[config.mk]
export PLATFORM = sky130hd
export DESIGN_NAME = pipe_stall_ctrl
export DESIGN_NICKNAME = d
export VERILOG_FILES = /design/src/rtl/pipe_stall_ctrl.sv
export SDC_FILE = /design/constraint.sdc
export NUM_CORES = 1
export LEC_CHECK = 0
export ABC_AREA = 1
export BUFFER_PORTS_ARGS = -buffer_cell sky130_fd_sc_hd__buf_2
export CORE_ASPECT_RATIO = 0.75
export CORE_MARGIN = 8
export CORE_UTILIZATION = 45
export DETAILED_ROUTE_END_ITERATION = 10
export PLACE_DENSITY = 0.74
export SKIP_CTS_REPAIR_TIMING = 1
export SLEW_MARGIN = 20
export SYNTH_ARGS = -nofsm -noshare
export SYNTH_HDL_FRONTEND = slang
export SYNTH_SLANG_ARGS = --single-unit
[constraint.sdc]
create_clock -name clk -period 2.44 [get_ports clk]
set_input_delay 0.488 -clock clk [delete_from_list [all_inputs] [get_ports clk]]
set_output_delay 0.488 -clock clk [all_outputs]
set_load 0.05 [all_outputs]
[src/rtl/pipe_stall_ctrl.sv]
// Pipeline sequencer: merges stage stall requests into sign_stall, runs the
// multi-cycle divide hold, generates exception flushes and counts stall cycles.
module pipe_stall_ctrl #(
    parameter int DIV_CYCLES = 32,
    parameter int CNT_W      = 32
) (
    input  logic             clk,
    input  logic             rst,
    input  logic             stallreq_if,
    input  logic             stallreq_id,
    input  logic             stallreq_ex,
    input  logic             stallreq_mem,
    input  logic             div_start,
    input  logic             exc_valid,
    input  logic [31:0]      exc_vector,
    output logic [5:0]       sign_stall,
    output logic             flush,
    output logic [31:0]      new_pc,
    output logic             div_busy,
    output logic             div_ready,
    output logic [CNT_W-1:0] stall_cnt
);

    typedef enum logic [1:0] {
        DIV_IDLE = 2'd0,
        DIV_BUSY = 2'd1,
        DIV_DONE = 2'd2
    } div_state_t;

    // The start cycle is one of the DIV_CYCLES hold cycles, so BUSY lasts
    // DIV_CYCLES-1 unfrozen cycles.
    localparam logic [5:0] DIV_LOAD = 6'(DIV_CYCLES - 1);

    div_state_t state, state_next;
    logic [5:0] cnt, cnt_next;
    logic       div_hold;

    always_ff @(posedge clk) begin
        if (rst) begin
            state <= DIV_IDLE;
            cnt   <= 6'd0;
        end else begin
            state <= state_next;
            cnt   <= cnt_next;
        end
    end

    always_comb begin
        state_next = state;
        cnt_next   = cnt;
        if (flush) begin
            state_next = DIV_IDLE;
            cnt_next   = 6'd0;
        end else begin
            case (state)
                DIV_IDLE: begin
                    if (div_start) begin
                        state_next = DIV_BUSY;
                        cnt_next   = DIV_LOAD;
                    end
                end
                DIV_BUSY: begin
                    if (!stallreq_mem) begin
                        if (cnt <= 6'd1) begin
                            state_next = DIV_DONE;
                            cnt_next   = 6'd0;
                        end else begin
                            cnt_next = cnt - 6'd1;
                        end
                    end
                end
                DIV_DONE: state_next = DIV_IDLE;
                default: begin
                    state_next = DIV_IDLE;
                    cnt_next   = 6'd0;
                end
            endcase
        end
    end

    always_comb begin
        div_busy  = (state == DIV_BUSY);
        div_ready = (state == DIV_DONE) && !flush;
        div_hold  = (state == DIV_BUSY) || ((state == DIV_IDLE) && div_start);
    end

    always_comb begin
        sign_stall = 6'b000000;
        if (rst || flush)                  sign_stall = 6'b000000;
        else if (stallreq_mem)             sign_stall = 6'b011111;
        else if (stallreq_ex || div_hold)  sign_stall = 6'b001111;
        else if (stallreq_id)              sign_stall = 6'b000111;
        else if (stallreq_if)              sign_stall = 6'b000011;
    end

    // Exception redirect: new_pc keeps the last accepted vector after the pulse.
    always_ff @(posedge clk) begin
        if (rst) begin
            flush  <= 1'b0;
            new_pc <= 32'd0;
        end else begin
            flush <= exc_valid;
            if (exc_valid) new_pc <= exc_vector;
        end
    end

    always_ff @(posedge clk) begin
        if (rst) begin
            stall_cnt <= '0;
        end else if ((sign_stall != 6'b000000) && (stall_cnt != {CNT_W{1'b1}})) begin
            stall_cnt <= stall_cnt + CNT_W'(1);
        end
    end

endmodule
Word-level counts from Yosys, hierarchy flattened:

Cells that the tools add are included.

* bits in registers: 73
* word-level logic and storage cells: 40

* add/sub/neg operators: 2
* magnitude comparators: 1
* equal/unequal tests: 6
* multiplexer cells: 13
* bitwise logic cells: 1
* reductions and logical operators: 12

Operators by type and width (number)
* 32-bit by 1-bit adder with 32-bit output (second input constant): 1
* 32-bit inequality test (second input constant): 1
* 6-bit two-way mux: 3
* 6-bit one-hot mux with 3 select lines: 1
* 5-bit two-way mux: 2
* 2-bit two-way mux: 4
* 6-bit by 1-bit <= comparator with 1-bit output (second input constant): 1
* 3-bit AND reduction: 2
* 6-bit nonzero test: 1
* 6-bit by 1-bit subtractor with 6-bit output (second input constant): 1
* 4-bit two-way mux: 1
* 2-bit inequality test (second input constant): 2
* 2-bit one-hot mux with 2 select lines: 1
* 1-bit logical AND: 3
* 1-bit logical OR: 3
* 3-bit two-way mux: 1
* 2-bit by 1-bit equality test with 1-bit output (second input constant): 1
* 2-bit equality test (second input constant): 1
* 2-bit logical NOT: 1
* 2-bit by 1-bit inequality test with 1-bit output (second input constant): 1
* 2-bit OR reduction: 1
* 1-bit logical NOT: 1
* 1-bit NOT: 1

Depth between registers and ports, before layout:

Gate-level depths: netlist of run 1.

* depth in word-level cells: 9
* gate-level depth with buffers: 11
* mapped depth without buffers: 10

Least setup slack after synthesis of run 1:

Ideal clock, no wire load.

* kind: register -> output
* from: register flush
* to: output port sign_stall[1]
* arrival: 1668 ps
* setup slack: 284 ps
* cell stages (with the launch flop): 6
* buffers on the path: 2
* cell sequence: dfxtp_1 > nor2_1 > nand2_1 > nand2_2 > buf_2 > buf_4

* cells in the longest elaborated chain, start to end: 2

RTL lines
* from (decl): RTL line 17 `output logic flush,`
* from (signal assigned): RTL line 102 `flush <= exc_valid;`
* 1-bit logical OR: RTL line 89 `if (rst || flush) sign_stall = 6'b000000;`
* 5-bit two-way mux: RTL line 89
* to (decl): RTL line 16 `output logic [5:0] sign_stall,`

No other way between the ends.

Worst setup path in the final report of run 1:

* from: register stall_cnt[1]
* to: register stall_cnt[16]

* cells in the longest elaborated chain, start to end: 2
* elaborated cells on any way between the ends: 3

RTL lines
* from (decl): RTL line 21 `output logic [CNT_W-1:0] stall_cnt`
* from (signal assigned): RTL line 111 `stall_cnt <= stall_cnt + CNT_W'(1);`
* parallel branches: the longest is 2 deep, another holds 32-bit by 1-bit adder with 32-bit output

Several ways; the timed one is not identified.
A chain may end at the register's enable or synchronous reset.

==> impl_results.md, run 1 <==
* Post-route ant nets at 0
* R2R cell count at 10
* Critical path data arrival time at roughly 2.3 ns
* EDFF count, synth at 0
* Relative max-transition margin at 0.348
* Overall power after layout at ~0.0028 W
* Startpoint of the worst-slack reg-to-reg timing path: stall_cnt[1]
* Maximum net fanout on the critical path at 28
* Total negative slack for setup checks at 0 ns
* Run status: complete, no violations
* Final Critical Period at about 2.0 ns
* Critical Path Source Type: register
* Summed instance area of the synthesized netlist at between 3000 and 4000 um^2
* Static Leakage at ~2.1 nW
* Die Ht at 95.4 um
* Post-synth top area cell: sky130_fd_sc_hd__dfxtp_1
* Timing-limited maximum frequency at between 400 and 500 MHz
* Number of buffers created by CTS at 9
* Setup-violating endpoint count in the final report at 0
* PD cells at between 600 and 700 nW/um^2
* Worst Path Class, Setup: register to register
* Hold Violations, Final at 0
* Share of post-route cells with drive strength above 1 at 0.231
* Pin count of the biggest net entering global routing at 39
* Unrepaired setup endpoints after global routing: false
* First-pass detailed-route iteration total at 5
* DR vias/cell at 5.00
* Ys flop type: sky130_fd_sc_hd__dfxtp_1
* Global router's overall resource usage at 0.188
* Clk pin slew, worst setup/hold paths at about 0.07 ns
* Number of max-slew violations in the final report at 0
* Post-Route WL at approximately 11000 um
* TritonCTS clock tree: done
* Area of the die at approximately 12000 um^2
* Per-cell routed wire length at between 10 and 15 um
* Data required time at the worst endpoint at 2.67 ns
* Final setup skew at 0.00507 ns
* Share of synthesized area occupied by flip-flops and latches at 0.386
* Gr ovfl total at 0
* Core Box Area at around 8300 um^2
* YS warnings at 0
* # rows at 29
* Gate count after technology mapping at 573
* Number of antenna violations at the first check in global routing at 0
* Nets in the synthesized netlist at between 600 and 700
* Vias in the first global route at 3806
* Routed via count at slightly below 4000
* H-Tree Level Count at 3
* First element of the critical path: stall_cnt[1]
* I/O Buffers at 111
* Fin Hold WS at around 0.36 ns
* Number of distinct library cells after synthesis at 30
* Endpoint kind of the worst setup timing path: register
* Type of the worst min-delay path: input port to register
* Top cells by instance count after synthesis: sky130_fd_sc_hd__nand2_1 (150), sky130_fd_sc_hd__nor2_1 (137), sky130_fd_sc_hd__dfxtp_1 (73)
* Tightest Pin Transition at ~1 ns
* Initial drt markers at 370
* Share of the clock period used by the worst path at 0.830
* Total I/O pin count at 113
* Reg2reg end: stall_cnt[16]
* Placed instance count at approximately 780
* Flop-to-flop setup slack at about 0.41 ns
* Maximum clock insertion buffer count at 2
* Clock root buffer master: sky130_fd_sc_hd__clkbuf_8
* Width of the die at around 120 um
* Clock tree sinks at 73
* Number of maximum-capacitance constraint violations at 0
* Detailed-placement wirelength estimate at approximately 8000 um
* Main area contributors after synthesis: sky130_fd_sc_hd__dfxtp_1 (39%), sky130_fd_sc_hd__nand2_1 (15%), sky130_fd_sc_hd__nor2_1 (14%)
* Layout net count at 722
* Non-Filler Instances at ~790
* Peak supply drop at ~0.41 mV
* Skew-Pair Late Insertion Delay at around 0.35 ns
* Wire length of the first global-routing pass at 17600 um
* Fraction of synthesized cell area taken by the top area cell type at 0.386
* Worst setup path endpoint: stall_cnt[16]
* Share of flip-flops with an asynchronous set or reset after synthesis at 0
* Residual DRC at 0
* Syn avg cell area at around 6.6 um^2
* GPL Wtd Cong at between 0.9 and 1
* Number of synthesized register bits at 73
* Effective utilization at floorplan at 0.456
* Most frequent cell after synthesis: sky130_fd_sc_hd__nand2_1
* Area growth, synth to finish at 21.9%
* Number of inserted diodes at 0
-- cell type report --
cell class	count	area, um^2
clock buffers	12	145
clock inverters	4	76.3
fillers	857	3690
inverters	37	141
multi-input cells	443	2070
flip-flops and latches	73	1460
well taps	108	135
repair buffers	115	586
-- registers in the layout (all words and copies together), names as in the netlist --
| name | count |
|---|---|
| new_pc | 32 |
| flush | 1 |
| state | 2 |
| cnt | 6 |
| stall_cnt | 32 |
-- logic make-up after synthesis --
| logic type | Yosys count | synth area share |
|---|---|---|
| other | 1 | 0.000990 |
| AO/OA/AOI/OAI | 77 | 0.115 |
| buffers and inverters | 57 | 0.0668 |
| adder cells (fa/ha/maj) | 3 | 0.00992 |
| flip-flops | 73 | 0.386 |
| AND/OR/NAND/NOR | 344 | 0.379 |
| XOR/XNOR | 18 | 0.0416 |
-- metal layers --
layer,global-route usage,part of all wire
met5,0,0
met4,0.0624,0.014
met3,0.0609,0.091
met2,0.303,0.45
met1,0.234,0.45
-- stage by stage --
stage	util	instance area [um^2]	setup slack, ns
CTS	0.556	4620	0.398
finish	0.556	4620	0.415
detailed placement	0.529	4400	0.442
global placement	0.529	4400	0.545
floorplan	-	3790	0.284
global route	0.556	4620	0.276
-- placed cells by master, fill, tap and decap left out, drive strengths merged, types with 3 or more instances in the layout --
cell type / synthesis / layout
nand2: 160 / 160
xnor2: 8 / 8
xor2: 10 / 10
nor2: 142 / 142
nand4: 5 / 5
nor3: 4 / 4
buf: 8 / 115
clkbuf: 12 / 12
nand3: 32 / 32
o21ai: 43 / 43
dfxtp: 73 / 73
inv: 37 / 37
a21oi: 33 / 33
ha: 3 / 3
-- critical path: stages, from the launching register on --
cell and delay (ns):
sky130_fd_sc_hd__dfxtp_1 0.42, sky130_fd_sc_hd__ha_1 0.28, sky130_fd_sc_hd__inv_1 0.10, sky130_fd_sc_hd__nor2_4 0.16, sky130_fd_sc_hd__nand2_4 0.10, sky130_fd_sc_hd__nor2_8 0.13
sky130_fd_sc_hd__nand2_4 0.16, sky130_fd_sc_hd__nand2_8 0.24, sky130_fd_sc_hd__inv_4 0.14, sky130_fd_sc_hd__nand2_1 0.11, sky130_fd_sc_hd__a21oi_2 0.05
-- report_power, final --
group	switching, W	leakage [nW]	total [W]	internal, W
Clock	0.000453	0.107	0.00106	0.000607
Combinational	0.000371	1.36	0.000501	0.000129
Sequential	0.0000375	0.599	0.00128	0.00125
-- how the worst min path moves through the flow --
stage / slack (ns) / cells after the start / from / end
6_report: 0.36 / 3 / exc_vector[15] / new_pc[15]
5_1_grt: 0.34 / 3 / exc_vector[22] / new_pc[22]
4_1_cts: 0.34 / 3 / exc_vector[3] / new_pc[3]
3_5_place_dp: 0.48 / 2 / new_pc[22] / new_pc[22]
3_3_place_gp: 0.46 / 2 / new_pc[22] / new_pc[22]
2_1_floorplan: 0.46 / 2 / cnt[1] / cnt[1]
Power figures use the tool's default switching activity.
==> run 2: changes to the inputs <==
==> constraint.sdc (replaced) <==
create_clock -name clk -period 2 [get_ports clk]
set_input_delay 0.4 -clock clk [delete_from_list [all_inputs] [get_ports clk]]
set_output_delay 0.4 -clock clk [all_outputs]
set_load 0.05 [all_outputs]
==> impl_results.md, run 2 (synthesis results as in run 1) <==
* Share of total power consumed by net switching at 0.343
* Data required time at the worst endpoint at approximately 1.6 ns
* Slowest stage delay, CP at ~0.35 ns
* Number of maximum-capacitance constraint violations at 0
* Effective utilization at floorplan at 0.456
* Share of the clock period used by the worst path at 0.952
* Commonest non-fill, non-tap cell in the layout: sky130_fd_sc_hd__nand2_1
* Unrepaired setup endpoints after global routing: true
* Instance area at placement at about 4600 um^2
* Clk pin slew, worst setup/hold paths at roughly 0.090 ns
* DR vias/cell at around 5.0
* Startpoint of the worst-slack reg-to-reg timing path: stall_cnt[19]
* Run status: complete, no violations
* Fraction of power consumed by combinational cells at 0.193
* Wire length of the first global-routing pass at around 18000 um
* Cells along the critical path: inv_1, o21ai_2, nand3_1, nand2_1, nand2_4, buf_4
* Width of the die at about 120 um
* Core Box Area at a little over 8000 um^2
* Initial drt markers at about 270
* Reg2reg end: stall_cnt[15]
* Number of buffers created by CTS at 9
* Clock tree sinks at 73
* Sequential group share of total power at 0.479
* Post-Route WL at around 11000 um
* Static Leakage at between 2 and 2.5 nW
* # rows at 29
* Critical path data arrival time at 1.50 ns
* Critical Path Source Type: register
* Type of the worst min-delay path: input port to register
* Residual DRC at 0
* Clock network power share at 0.328
* Hold Violations, Final at 0
* H-Tree Level Count at 3
* Number of inserted diodes at 0
* Final core utilization at 0.576
* Final cell area excluding filler cells at 4790 um^2
* Number of fill cells in the layout at slightly below 800
* Final Critical Period at between 1.5 and 2 ns
* Placed instance count at between 700 and 800
* Per-cell routed wire length at ~14 um
* Area growth, synth to finish at 26.4%
* Number of antenna violations at the first check in global routing at 0
* Setup-violating endpoint count in the final report at 0
* TritonCTS clock tree: done
* R2R cell count at 9
* GPL Wtd Cong at about 0.96
* Number of max-slew violations in the final report at 0
* Worst Path Buf+Inv at 2
* First-pass detailed-route iteration total at 5
* Area taken by flip-flops and latches at between 1000 and 1500 um^2
* Area used by multi-input combinational logic at ~2100 um^2
* Endpoint kind of the worst setup timing path: output pin
* Final setup skew at around 0.015 ns
* Area of the die at around 12000 um^2
* Layout net count at approximately 740
* Slowest library cell on the worst path: sky130_fd_sc_hd__dfxtp_2
* Share of post-route cells with drive strength above 1 at 0.268
* Skew-Pair Late Insertion Delay at around 0.37 ns
* Post-route ant nets at 0
* Fin Hold WS at 0.252 ns
* Gr ovfl total at 0
* Detailed-placement wirelength estimate at around 8600 um
* Pin count of the biggest net entering global routing at 34
* First element of the critical path: state[1]
* Timing-limited maximum frequency at 525 MHz
* Cell internal pwr at 0.00215 W
* Top flop regs: new_pc (32), stall_cnt (32), cnt (6)
* Switching Power at between 0.001 and 0.0015 W
* Total I/O pin count at 113
* Routed via count at just over 4000
* Die Ht at around 95 um
* Maximum net fanout on the critical path at 11
* Category of cells accounting for the largest share of critical-path delay: buffers and inverters
* Clock root buffer master: sky130_fd_sc_hd__clkbuf_8
* Worst-case hold path end point: new_pc[13]
* PD cells at approximately 700 nW/um^2
* I/O Buffers at 111
* Non-Filler Instances at around 800
* Flop-to-flop setup slack at around 0.13 ns
* Vias in the first global route at between 3000 and 4000
* Commonest cells after routing, fill and taps aside: sky130_fd_sc_hd__nand2_1 (150), sky130_fd_sc_hd__nor2_1 (136), sky130_fd_sc_hd__buf_2 (109)
* Number of cells on the worst hold path at 3
* Maximum clock insertion buffer count at 2
* Worst Path Class, Setup: register to output pin
* Global router's overall resource usage at 0.198
* Overall power after layout at 0.00327 W
* Worst hold start: exc_vector[13]
* Peak supply drop at around 0.39 mV
==> run 2: cell types whose count changed in the layout (fill, tap and decap cells not counted), sizes merged <==
cell	before	now
buf	115	136
bufinv	2	0
clkbuf	12	9
clkinv	1	3
clkinvlp	1	2
inv	37	39
==> run 2: metrics by stage <==
| stage | TNS [ns] | setup WS, ns |
|---|---|---|
| after floorplan | 0 | 0.0342 |
| after global placement | 0 | 0.223 |
| after detailed placement | 0 | 0.150 |
| after CTS | -0.224 | -0.112 |
| after global routing | -0.107 | -0.0329 |
| final | 0 | 0.0955 |
==> run 2: power by group through the flow <==
stage	Combinational (W)	Sequential (W)	Clock [W]
after global placement	0.000615	0.00159	0
after floorplan	0.000292	0.00177	0
final	0.000632	0.00157	0.00107
after global routing	0.000683	0.00158	0.00117
after detailed placement	0.000629	0.00160	0
after CTS	0.000630	0.00157	0.00110
==> run 2: worst max path at each step <==
stage                          endpoint  depth (start not counted)
final                     sign_stall[1]                          6
after global placement    sign_stall[1]                          5
after detailed placement  stall_cnt[12]                          8
after floorplan           sign_stall[4]                          3
after global routing      sign_stall[0]                          6
after CTS                 sign_stall[1]                          6
==> run 2: area by class of cell <==
| class | count | share of cell area |
|---|---|---|
| multi-input cells | 443 | 0.437 |
| well taps | 108 | 0.0282 |
| repair buffers | 136 | 0.162 |
| inverters | 37 | 0.0295 |
| flip-flops and latches | 73 | 0.306 |
| clock buffers | 9 | 0.0259 |
| clock inverters | 7 | 0.0115 |
==> run 2: tightest hold or removal path, cell delays in order <==
cell	delay (ns)
sky130_fd_sc_hd__buf_2	0.07
sky130_fd_sc_hd__nor2_1	0.03
sky130_fd_sc_hd__nor2_1	0.08
==> run 2: layer usage <==
metal	track usage	up-vias	routed length [um]
li1	-	2065	-
met1	0.243	1859	5040
met2	0.312	146	5070
met3	0.0645	19	898
met4	0.0860	0	229
met5	0	-	0
==> run 3: changes to the inputs <==
--- a/config.mk
+++ b/config.mk
@@ -5,13 +5,13 @@
 export SDC_FILE = /design/constraint.sdc
 export NUM_CORES = 1
 export LEC_CHECK = 0
-export ABC_AREA = 1
 export BUFFER_PORTS_ARGS = -buffer_cell sky130_fd_sc_hd__buf_2
 export CORE_ASPECT_RATIO = 0.75
 export CORE_MARGIN = 8
 export CORE_UTILIZATION = 45
 export DETAILED_ROUTE_END_ITERATION = 10
-export PLACE_DENSITY = 0.74
+export GPL_ROUTABILITY_DRIVEN = 0
+export PLACE_DENSITY = 0.76
 export SKIP_CTS_REPAIR_TIMING = 1
 export SLEW_MARGIN = 20
 export SYNTH_ARGS = -nofsm -noshare
==> impl_results.md, run 3 <==
* YS warnings at 0
* Worst-case hold path end point: new_pc[19]
* Number of antenna violations at the first check in global routing at 0
* Main area contributors after synthesis: sky130_fd_sc_hd__dfxtp_1 (44%), sky130_fd_sc_hd__mux2i_1 (11%), sky130_fd_sc_hd__nor2_1 (7.1%)
* DR vias/cell at 5.21
* Hold Violations, Final at 0
* Routed via count at 3202
* Detailed-placement wirelength estimate at around 6500 um
* First-pass detailed-route iteration total at 4
* Clock root buffer master: sky130_fd_sc_hd__clkbuf_8
* Overall power after layout at about 0.0031 W
* Number of maximum-capacitance constraint violations at 0
* Slowest library cell on the worst path: sky130_fd_sc_hd__or4_4
* Fraction of power consumed by combinational cells at 0.180
* Post-synth top area cell: sky130_fd_sc_hd__dfxtp_1
* Top cells by instance count after synthesis: sky130_fd_sc_hd__dfxtp_1 (73), sky130_fd_sc_hd__nor2_1 (63), sky130_fd_sc_hd__mux2i_1 (36)
* Area of the die at approximately 10000 um^2
* Final setup skew at 0.00899 ns
* Share of the clock period used by the worst path at 0.997
* Core Box Area at 7260 um^2
* Post-Route WL at about 9000 um
* Number of fill cells in the layout at between 600 and 700
* Sequential group share of total power at 0.487
* Top flop regs: new_pc (32), stall_cnt (32), cnt (6)
* TritonCTS clock tree: done
* Post-route setup slack at around 0.0058 ns
* Initial drt markers at between 100 and 150
* Number of inserted diodes at 0
* Ys flop type: sky130_fd_sc_hd__dfxtp_1
* Clk pin slew, worst setup/hold paths at approximately 0.080 ns
* Endpoint kind of the worst setup timing path: register
* Vias in the first global route at 3076
* Worst hold start: exc_vector[19]
* PD cells at roughly 680 nW/um^2
* Area used by multi-input combinational logic at ~1900 um^2
* Static Leakage at 2.11 nW
* Timing-limited maximum frequency at approximately 500 MHz
* Global router's overall resource usage at 0.169
* Placement Setup Slack at -0.0897 ns
* Relative max-transition margin at 0.516
* Residual DRC at 0
* Area growth, synth to finish at 39.1%
* Share of total power consumed by net switching at 0.315
* Startpoint of the worst-slack reg-to-reg timing path: stall_cnt[9]
* I/O Buffers at around 110
* Clock tree sinks at 73
* Setup-violating endpoint count in the final report at 0
* Width of the die at between 100 and 150 um
* Switching Power at slightly below 0.001 W
* Run status: complete, no violations
* Slowest stage delay, CP at roughly 0.52 ns
* Per-cell routed wire length at 14.6 um
* Share of post-route cells with drive strength above 1 at 0.450
* Area taken by flip-flops and latches at roughly 1500 um^2
* Die Ht at 90.5 um
* Maximum clock insertion buffer count at 2
* Total I/O pin count at around 110
* Final Critical Period at roughly 2.0 ns
* Number of cells on the worst hold path at 3
* Commonest cells after routing, fill and taps aside: sky130_fd_sc_hd__buf_2 (105), sky130_fd_sc_hd__nor2_1 (62), sky130_fd_sc_hd__dfxtp_1 (40)
* Most frequent cell after synthesis: sky130_fd_sc_hd__dfxtp_1
* Critical Path Source Type: register
* Data required time at the worst endpoint at roughly 2.3 ns
* Number of max-slew violations in the final report at 0
* Gate count after technology mapping at between 300 and 400
* Layout net count at between 500 and 600
* Maximum net fanout on the critical path at 6
* Number of distinct library cells after synthesis at 53
* # rows at 27
* Post-route ant nets at 0
* Share of flip-flops with an asynchronous set or reset after synthesis at 0
* R2R cell count at 5
* Fraction of synthesized cell area taken by the top area cell type at 0.439
* Commonest non-fill, non-tap cell in the layout: sky130_fd_sc_hd__buf_2
* Clock network power share at 0.333
* Number of synthesized register bits at 73
* Pin count of the biggest net entering global routing at 72
* EDFF count, synth at 0
* Nets in the synthesized netlist at 410
* Syn avg cell area at roughly 9 um^2
* Summed instance area of the synthesized netlist at ~3300 um^2
* Fin Hold WS at around 0.28 ns
* Peak supply drop at between 0.5 and 0.6 mV
* Number of buffers created by CTS at 9
* Cell internal pwr at 0.00214 W
* Tightest Pin Transition at about 0.73 ns
* Type of the worst min-delay path: input port to register
* H-Tree Level Count at 3
* Cells along the critical path: nand4_1, or2_4, a2111o_1, or4_4, a21oi_2
* Gr ovfl total at 0
* Worst Path Class, Setup: register to register
* Skew-Pair Late Insertion Delay at about 0.34 ns
* Effective utilization at floorplan at 0.458
* Share of synthesized area occupied by flip-flops and latches at 0.439
* Reg2reg end: stall_cnt[31]
* Flop-to-flop setup slack at 0.006 ns
* Unrepaired setup endpoints after global routing: true
* Critical path data arrival time at between 2 and 2.5 ns
* Wire length of the first global-routing pass at around 15000 um
-- run 3: cell count changes after synthesis, sizes merged, moves of 14 or more --
cell | before | now
inv | 37 | 7
nand2 | 160 | 15
a21oi | 33 | 19
nand3 | 32 | 9
mux2i | 0 | 36
o21ai | 43 | 15
nor2 | 142 | 64
-- run 3: layout make-up --
cell class / count / area share
well taps: 101 / 0.0273
repair buffers: 148 / 0.191
clock buffers: 9 / 0.0268
flip-flops and latches: 73 / 0.334
inverters: 7 / 0.00649
multi-input cells: 269 / 0.404
clock inverters: 7 / 0.0108
-- run 3: worst max-delay path, delay by kind of cell (launching register included) --
kind               cells  cell delay, ns
and+or+nand+nor        3            0.99
AOI/OAI and AO/OA      2            0.59
DFF                    1            0.34
-- run 3: through the flow --
stage / cell area, um^2 / util / cells / TNS, ns
floorplan: 3480 / - / 367 / -0.764
global placement: 4310 / 0.593 / 591 / -0.364
detailed placement: 4310 / 0.593 / 591 / -0.667
CTS: 4480 / 0.617 / 607 / -0.301
global route: 4620 / 0.637 / 614 / -0.377
finish: 4620 / 0.637 / 614 / 0
-- run 3: worst max-delay path by stage --
stage	from	endpoint	slack (ns)	cells past startpoint
floorplan	stallreq_mem	sign_stall[1]	-0.21	4
global placement	stallreq_mem	sign_stall[1]	-0.09	5
detailed placement	stallreq_mem	sign_stall[1]	-0.09	5
CTS	stallreq_mem	sign_stall[1]	-0.09	5
global route	stall_cnt[9]	stall_cnt[31]	-0.08	5
finish	stall_cnt[9]	stall_cnt[31]	0.006	5
-- run 3: kinds of logic (layout without fill, tap and decap cells) --
family	Yosys count	in the layout	share of synthesized area
xor+xnor	12	12	0.0316
flops	73	73	0.439
simple gates	155	156	0.246
fa+ha+maj	3	3	0.0113
mux	39	39	0.120
compound gates	58	58	0.118
buf+inv	26	171	0.0327
other cells	1	1	0.00113
-- run 3: routing by layer --
metal,vias up,global-route usage,share of wire
met5,-,0,0
met4,0,0.0425,0.010
met3,8,0.0708,0.073
met2,88,0.279,0.48
met1,1514,0.197,0.43
li1,1592,-,-
-- run 3: power by group through the flow --
| stage | Combinational (W) | Clock, W | Sequential, W |
|---|---|---|---|
| global route | 0.000607 | 0.00114 | 0.00153 |
| global placement | 0.000534 | 0 | 0.00155 |
| finish | 0.000564 | 0.00104 | 0.00153 |
| detailed placement | 0.000544 | 0 | 0.00156 |
| CTS | 0.000545 | 0.00108 | 0.00152 |
| floorplan | 0.000242 | 0 | 0.00171 |
